==> src/rtl/task1.sv <==
// Unsigned sequential shift-add multiplier (IDLE/BUSY/DONE), O = A*B with a finish flag F.
// Optional build macro TASK1_EARLY_DONE_EN ends BUSY once the remaining multiplier bits are zero.
module task1 #(
  parameter int N = 4
) (
  input  logic           clk,
  input  logic           reset,
  input  logic           start,
  input  logic [N-1:0]   A,
  input  logic [N-1:0]   B,
  output logic [2*N-1:0] O,
  output logic           F
);

  localparam int CW = $clog2(N + 1);

  typedef enum logic [1:0] {
    IDLE = 2'd0,
    BUSY = 2'd1,
    DONE = 2'd2
  } state_t;

  state_t         r_state;
  state_t         w_next;
  logic [2*N-1:0] r_a;
  logic [2*N-1:0] r_acc;
  logic [2*N-1:0] r_o;
  logic [2*N-1:0] w_acc_next;
  logic [N-1:0]   r_b;
  logic [CW-1:0]  r_cnt;
  logic           r_f;
  logic           w_last;

  assign O = r_o;
  assign F = r_f;

  // Partial product for this iteration; r_a is pre-shifted by the iteration index
  always_comb begin
    w_acc_next = r_acc;
    if (r_b[0]) begin
      w_acc_next = r_acc + r_a;
    end else begin
      w_acc_next = r_acc;
    end
  end

  // Final iteration detect
  always_comb begin
`ifdef TASK1_EARLY_DONE_EN
    w_last = (r_cnt == CW'(1)) || ((r_b >> 1) == '0);
`else
    w_last = (r_cnt == CW'(1));
`endif
  end

  // Next-state logic
  always_comb begin
    w_next = r_state;
    case (r_state)
      IDLE:    if (start) w_next = BUSY; else w_next = IDLE;
      BUSY:    if (w_last) w_next = DONE; else w_next = BUSY;
      DONE:    if (start) w_next = DONE; else w_next = IDLE;
      default: w_next = IDLE;
    endcase
  end

  // State register
  always_ff @(posedge clk or negedge reset) begin
    if (!reset) begin
      r_state <= IDLE;
    end else begin
      r_state <= w_next;
    end
  end

  // Datapath and registered outputs; O only moves on completion or reset
  always_ff @(posedge clk or negedge reset) begin
    if (!reset) begin
      r_a   <= '0;
      r_b   <= '0;
      r_acc <= '0;
      r_cnt <= '0;
      r_o   <= '0;
      r_f   <= 1'b0;
    end else begin
      case (r_state)
        IDLE: begin
          if (start) begin
            r_a   <= {{N{1'b0}}, A};
            r_b   <= B;
            r_acc <= '0;
            r_cnt <= CW'(N);
          end
        end
        BUSY: begin
          r_acc <= w_acc_next;
          r_a   <= r_a << 1;
          r_b   <= r_b >> 1;
          r_cnt <= r_cnt - CW'(1);
          if (w_last) begin
            r_o <= w_acc_next;
            r_f <= 1'b1;
          end
        end
        DONE: begin
          if (!start) begin
            r_f <= 1'b0;
          end
        end
        default: begin
          r_f <= 1'b0;
        end
      endcase
    end
  end

endmodule

==> config.mk <==
export PLATFORM = sky130hd
export DESIGN_NAME = task1
export DESIGN_NICKNAME = d
export VERILOG_FILES = /design/src/rtl/task1.sv
export SDC_FILE = /design/constraint.sdc
export NUM_CORES = 1
export LEC_CHECK = 0
export CORE_UTILIZATION = 50
export DETAILED_ROUTE_END_ITERATION = 6
export PLACE_DENSITY = 0.8
export SLEW_MARGIN = 10
export SYNTH_ARGS = -nofsm -noshare
export SYNTH_HDL_FRONTEND = slang
export SYNTH_SLANG_ARGS = --single-unit
==> constraint.sdc <==
create_clock -name clk -period 2.1 [get_ports clk]
set_input_delay 0.525 -clock clk [delete_from_list [all_inputs] [get_ports clk]]
set_output_delay 0.525 -clock clk [all_outputs]
set_load 0.05 [all_outputs]
# Word-level counts from Yosys, hierarchy flattened
# Index checks and enable logic that the tools add are counted.
# word_totals
ff_bits	34
in_bits	11
out_inout_bits	9
word_cells	37
# classes
n_addsub	2
eq_ne	6
n_mux	16
bitwise	1
n_reduce_logical	5
# op_table
operator	n
$pmux W8 S2	2
$mux W8	3
$add A8 B8 Y8	1
$pmux W4 S2	1
$ne A2 B2 Y1 const B	3
$pmux W2 S3	1
$pmux W3 S2	1
$mux W2	2
$mux W4	1
$reduce_and A2 Y1	2
$eq A3 B1 Y1 const B	1
$mux W1	3
$mux W3	1
$pmux W1 S3	1
$reduce_and A3 Y1	1
$sub A3 B1 Y3 const B	1
$eq A2 B1 Y1 const B	1
$eq A2 B2 Y1 const B	1
$logic_not A2 Y1	1
$reduce_bool A2 Y1	1
$not A1 Y1	1

# Logic depth before layout (Yosys ltp)
# Gate-level depths: netlist of run 1.
# logic_depth
word_depth	3
mapped_depth	7
ltp_nobuf	7

# Worst setup path after synthesis of run 1
# Ideal clock, no wire load.
# synth_timing
kind	flip-flop to flip-flop
from	register r_a[0]
to	register r_o[6] (netlist: O[6])
t_arrival_ps	1935
setup_slack_ps	98
stages_incl_launch_ff	8
synth_period_minus_slack_ps	2002
cell_sequence	dfrtp_1 ha_1 fa_1 a211oi_1 o21bai_1 a21oi_1 mux2_2 nand2_1
# synth_between
elab_chain_cells	2
# synth_lines
element	line	rtl
from (decl)	25	logic [2*N-1:0] r_a;
from (signal assigned)	89	r_a <= {{N{1'b0}}, A};
from (signal assigned)	97	r_a <= r_a << 1;
$add A8 B8 Y8	41	w_acc_next = r_acc + r_a;
$mux W8	40	if (r_b[0]) begin
to (signal assigned)	101	r_o <= w_acc_next;
to (decl)	27	logic [2*N-1:0] r_o;
# No other way between the ends.
# A chain may end at the register's enable or synchronous reset.

# Final worst setup path of run 1
# layout_timing
from	register r_o[3] (netlist: O[3])
to	output port O[3]
# layout_lines
element	line	rtl
to (decl)	11	output logic [2*N-1:0] O,
# No word-level cell between the ends.

==> results of run 1 <==
==> routing by layer <==
layer  vias up  global-route usage  wire length, microns
li1        677                   -                     -
met1       649               0.263                  1570
met2        32               0.353                  1660
met3         9              0.0504                   156
met4         0               0.102                    80
met5         -                   0                     0
==> flip-flops by register name, summed over array words and instances, names as in the netlist <==
name,cells
F,1
r_acc,8
r_state,2
r_a,8
O,8
r_b,4
r_cnt,3
==> final cells by class <==
type                       instances  area, sq um
clock buffer                       7         55.1
sequential                        34          851
multi-input combinational        128          871
inverter                           5         18.8
timing repair buffer              27          253
tap                               46         57.6
clock inverter                     1         5.00
fill                             311         1250
==> cell families (layout without fill, tap and decap cells) <==
logic type,count (synthesis),in the layout,share of synthesized area
adders and majority gates,10,10,0.0746
AOI/OAI and AO/OA,54,54,0.198
and+or+nand+nor,49,49,0.130
DFF,34,34,0.479
muxes,10,10,0.0570
xor gates and xnor gates,5,5,0.0247
buffers and inverters,12,40,0.0366
==> worst max path at each step <==
stage	from	to	depth (start not counted)	slack, ns
floorplan	r_a[0]	O[6]	7	0.1
global placement	r_a[0]	O[6]	7	0.08
finish	O[3]	O[3]	1	0.05
global route	r_acc[0]	O[6]	7	-0.02
CTS	r_a[0]	O[6]	7	0.02
detailed placement	r_a[0]	O[6]	7	0.05
==> stage by stage <==
| stage | cell area (sq um) | hold slack [ns] | instances |
|---|---|---|---|
| floorplan | 1780 | 0.229 | 174 |
| global placement | 2040 | 0.456 | 240 |
| detailed placement | 2040 | 0.470 | 240 |
| CTS | 2100 | 0.491 | 248 |
| global route | 2110 | 0.525 | 248 |
| finish | 2110 | 0.490 | 248 |
==> where the power goes <==
group / internal (mW) / switching (mW)
clock: 0.162 / 0.219
combinational: 0.643 / 0.954
sequential: 0.900 / 0.217
total: 1.70 / 1.39
==> synthesized netlist by cell type, types with 2 or more instances <==
| library cell | count |
|---|---|
| dfrtp_1 | 34 |
| nand2_1 | 24 |
| o21ai_0 | 17 |
| a21oi_1 | 10 |
| a22o_1 | 9 |
| ha_1 | 9 |
| mux2i_1 | 9 |
| nor2_1 | 9 |
| inv_1 | 5 |
| a31oi_1 | 3 |
| clkbuf_1 | 3 |
| o31ai_1 | 3 |
| xnor2_1 | 3 |
| a21oi_2 | 2 |
| a22oi_1 | 2 |
| and3_1 | 2 |
| buf_6 | 2 |
| nand3_1 | 2 |
| o21bai_1 | 2 |
| xor2_1 | 2 |
==> flow_metrics.tcl, run 1 <==
set metrics [dict create \
    synth_top_area_share 0.479 \
    setup_tns_ns 0 \
    finalPower_mw 3.09 \
    postCtsSetupRepairBufs 0 \
    dpl.hpwl_mm 2.55 \
    diodes 0 \
    synth_nets 195 \
    final_core_utilization 0.628 \
    place_congestion 0.939 \
    p_leak_nw 1.01 \
    cpPeakStageDelay_ns 0.81 \
    critPathCaptureType "output port" \
    rr_worst_depth 7 \
    cts-hold-fix-buffers 0 \
    cp_top_family "buffers and inverters" \
    syn-instance-count 174 \
    timing.final.crit_share 0.977 \
    cts_tree "yes" \
    fin_skew_ns 0.00999 \
    synth.distinct_cells 42 \
    clkSinkCount 34 \
    clk_latency_ns 0.34 \
    vias 1367 \
    path_cells "clkdlybuf4s50_1" \
    timing.critical_path.buf_inv 1 \
    avgSynthCellArea_sq_um 10.2 \
    worstHoldPathCells 2 \
    relSlewSlack 0.668 \
    cts-resized-gates 0 \
    crit_slowest_cell "clkdlybuf4s50_1" \
    power.density_mw_per_mm2 1470 \
    grt-ovfl-total 0 \
    initial_core_util 0.528 \
    critical_path.max_fanout 2 \
    grt_usage 0.213 \
    dieArea_sq_mm 0.00380 \
    layout_setup_ws_ns 0.0491 \
    yosys-top-cells-area "dfrtp_1 48%, ha_1 6.3%, mux2i_1 5.1%" \
    num_rows 21 \
    cts_max_path_buffers 2 \
    synthArstFlopShare 1.00 \
    core_area_sq_mm 0.00336 \
    layout_common_cells "34 x dfrtp_1, 24 x nand2_1, 18 x clkdlybuf4s50_1" \
    max_freq_ghz 0.488 \
    vias_per_cell 5.51 \
    numPortBuffers 19 \
    preCtsSetupSlack_ns 0.0545 \
    synth_area_leader_cell "dfrtp_1" \
    worstHoldPathType "flop to flop" \
    synth_ff_type "dfrtp_1" \
    drc 0 \
    slew_viol_final 0 \
    r2r_slack_ns 0.07 \
    dr.pass1.iters 4 \
    htree_num_levels 2 \
    routed_wl_mm 3.46 \
    clk_pin_slew_ns 0.11 \
    setup_viol 0 \
    r2r_start "r_acc[0]" \
    regToRegEndpoint "O[6]" \
    worst_pin_slew_ns 0.497 \
    whs_endpoint "O[5]" \
    cp-start-kind "flop" \
    first_global_vias 1339 \
    status "finished, final reports clean" \
    synth-seq-area-share 0.479 \
    grt_antenna_before_repair 0 \
    synth_edf_count 0 \
    wl_per_cell_microns 14.0 \
    min_from "O[5]" \
    ant_nets 0 \
    final_common_cell "dfrtp_1" \
    ys_seq_elements 34 \
    ios 20 \
    min_period_ns 2.05 \
    die_w_microns 61.6 \
    chipHeight_microns 61.6 \
    cts_root_buf "clkbuf_4" \
    syn2layout_area_growth_pct 18.8 \
    ir_drop_mv 0.710 \
    path_class "flop to output port" \
    netlist_area_sq_mm 0.00178 \
    maxCapViolCount 0 \
    required_ns 1.57 \
    drt_iter0_markers 41 \
    yosys_warnings 0 \
    hold_violations 0 \
    cts_buffers 5 \
    grt_pass1_wl_mm 5.88 \
    grt_max_degree 35 \
    layout-drive-gt1-share 0.124 \
    critPathArrivalTime_ns 1.53 \
    final_net_count 222 \
]
(Power assumes the default switching activity.)
==> run 2, diff against run 1 <==
--- a/config.mk
+++ b/config.mk
@@ -8,6 +8,7 @@
 export CORE_UTILIZATION = 50
 export DETAILED_ROUTE_END_ITERATION = 6
 export PLACE_DENSITY = 0.8
+export REMOVE_ABC_BUFFERS = 1
 export SLEW_MARGIN = 10
 export SYNTH_ARGS = -nofsm -noshare
 export SYNTH_HDL_FRONTEND = slang
==> run 2 against run 1 <==
Sequential cell count unchanged. Die area unchanged. Clock-buffer cell count is 1 lower. Highest routed layer unchanged. Worst hold slack lost 0.0021 ns. Critical path depth unchanged. Sequential share of layout area decreased by 0.31 points.
==> flow_metrics.tcl, run 2 (synthesis gave the netlist of run 1 again) <==
set metrics [dict create \
    status "finished, final reports clean" \
    vias 1384 \
    grt_antenna_before_repair 0 \
    relSlewSlack 0.664 \
    fin_skew_ns 0.00710 \
    cts_root_buf "clkbuf_4" \
    setup_viol 0 \
    cts_tree "yes" \
    max_freq_ghz 0.491 \
    ir_drop_mv 0.890 \
    layout_common_cells "34 x dfrtp_1, 24 x nand2_1, 17 x o21ai_0" \
    min_period_ns 2.04 \
    critical_path.max_fanout 2 \
    power.density_mw_per_mm2 1460 \
    hold_ws_ns 0.488 \
    drc 0 \
    maxCapViolCount 0 \
    timing.final.crit_share 0.970 \
    cp_top_family "buffers and inverters" \
    critPathCaptureType "output port" \
    cts_max_path_buffers 2 \
    final_net_count 222 \
    hold_violations 0 \
    worstHoldPathCells 2 \
    rsz0062_at_grt "no" \
    routed_wl_mm 3.62 \
    timing.critical_path.buf_inv 1 \
    cts-hold-fix-buffers 0 \
    dieArea_sq_mm 0.00380 \
    rr_worst_depth 7 \
    preCtsSetupSlack_ns 0.0553 \
    fin_cells 248 \
    clkPwrFrac 0.125 \
    required_ns 1.57 \
    p_int_mw 1.70 \
    grt_pass1_wl_mm 5.92 \
    vias_per_cell 5.58 \
    layout_setup_ws_ns 0.0625 \
    final_common_cell "dfrtp_1" \
    fin_area_sq_mm 0.00213 \
    clk_latency_ns 0.35 \
    clk_pin_slew_ns 0.10 \
    ios 20 \
    wl_per_cell_microns 14.6 \
    path_class "flop to output port" \
    die_w_microns 61.6 \
    first_global_vias 1264 \
    dp.cells 239 \
    p_leak_nw 1.05 \
    grt-ovfl-total 0 \
    diodes 0 \
    chipHeight_microns 61.6 \
    num_rows 21 \
    path_cells "clkdlybuf4s50_1" \
    critPathArrivalTime_ns 1.51 \
    cpPeakStageDelay_ns 0.80 \
    initial_core_util 0.528 \
    switching_share 0.452 \
    syn2layout_area_growth_pct 19.7 \
    pwr-share-seq 0.358 \
    cp-start-kind "flop" \
    numPortBuffers 19 \
    place_congestion 0.886 \
    htree_num_levels 2 \
    dpl.hpwl_mm 2.65 \
    worstHoldPathType "flop to flop" \
    worst_pin_slew_ns 0.504 \
    drt_iter0_markers 62 \
    crit_slowest_cell "clkdlybuf4s50_1" \
    comb_power_share 0.516 \
    cp_num_cells 1 \
    p_switching_mw 1.40 \
    layout-drive-gt1-share 0.134 \
    cts_buffers 5 \
    slew_viol_final 0 \
    core_area_sq_mm 0.00336 \
    grt_usage 0.226 \
    placed_area_sq_mm 0.00203 \
    ant_nets 0 \
    dr.pass1.iters 4 \
    grt_max_degree 35 \
    clkSinkCount 34 \
]
run 2: cell types whose count changed in the layout (fill, tap and decap cells not counted), moves of 2 or more:
cell             change
clkdlybuf4s50_1      -3
dlymetal6s2s_1       +3
a21oi_1              -2
a21oi_2              +2
run 2: area by class of cell:
| type | count | area [sq um] |
|---|---|---|
| multi-input cells | 128 | 876 |
| flip-flops and latches | 34 | 851 |
| clock inverters | 2 | 12.5 |
| clock buffers | 6 | 51.3 |
| fillers | 302 | 1240 |
| well taps | 46 | 57.6 |
| repair buffers | 27 | 260 |
| inverters | 5 | 18.8 |
run 2: metrics by stage:
step                 util  setup TNS [ns]  power [mW]
finish              0.632               0        3.10
global route        0.632               0        3.36
CTS                 0.623               0        3.09
detailed placement  0.604               0        2.70
global placement    0.604               0        2.63
floorplan               -         -0.0726        2.21
run 2: power groups by stage:
stage | combinational, mW | sequential [mW] | clock [mW]
finish | 1.60 | 1.11 | 0.388
global route | 1.78 | 1.15 | 0.431
CTS | 1.58 | 1.11 | 0.400
detailed placement | 1.57 | 1.13 | 0
global placement | 1.52 | 1.11 | 0
floorplan | 0.901 | 1.31 | 0
run 2: what timing repair did:
action / CTS / global route
setup buffers: 0 / 1
gates resized for setup: 0 / 8
endpoints found under the setup margin: 0 / 10
run 2: layer usage:
layer | track usage | part of all wire | vias up
met5 | 0 | 0 | -
met4 | 0.149 | 0.018 | 0
met3 | 0.0483 | 0.041 | 5
met2 | 0.343 | 0.51 | 31
met1 | 0.290 | 0.43 | 668
li1 | - | - | 680
run 2: worst paths after layout:
kind	endpoint	from	slack [ns]
max	O[0]	O[0]	0.06
min	O[3]	O[3]	0.49
max reg2reg	O[6]	r_a[0]	0.08
min reg2reg	O[3]	O[3]	0.49
max in group asynchronous	r_a[1]	reset	1.23
min in group asynchronous	r_cnt[2]	reset	0.58
run 2: worst register-to-register path, cell delays in order, from the launching register on:
cell,delay (ns)
dfrtp_1,0.40
ha_1,0.24
fa_1,0.40
a211oi_1,0.22
o21bai_1,0.13
a21oi_2,0.17
mux2_2,0.35
nand2_1,0.05
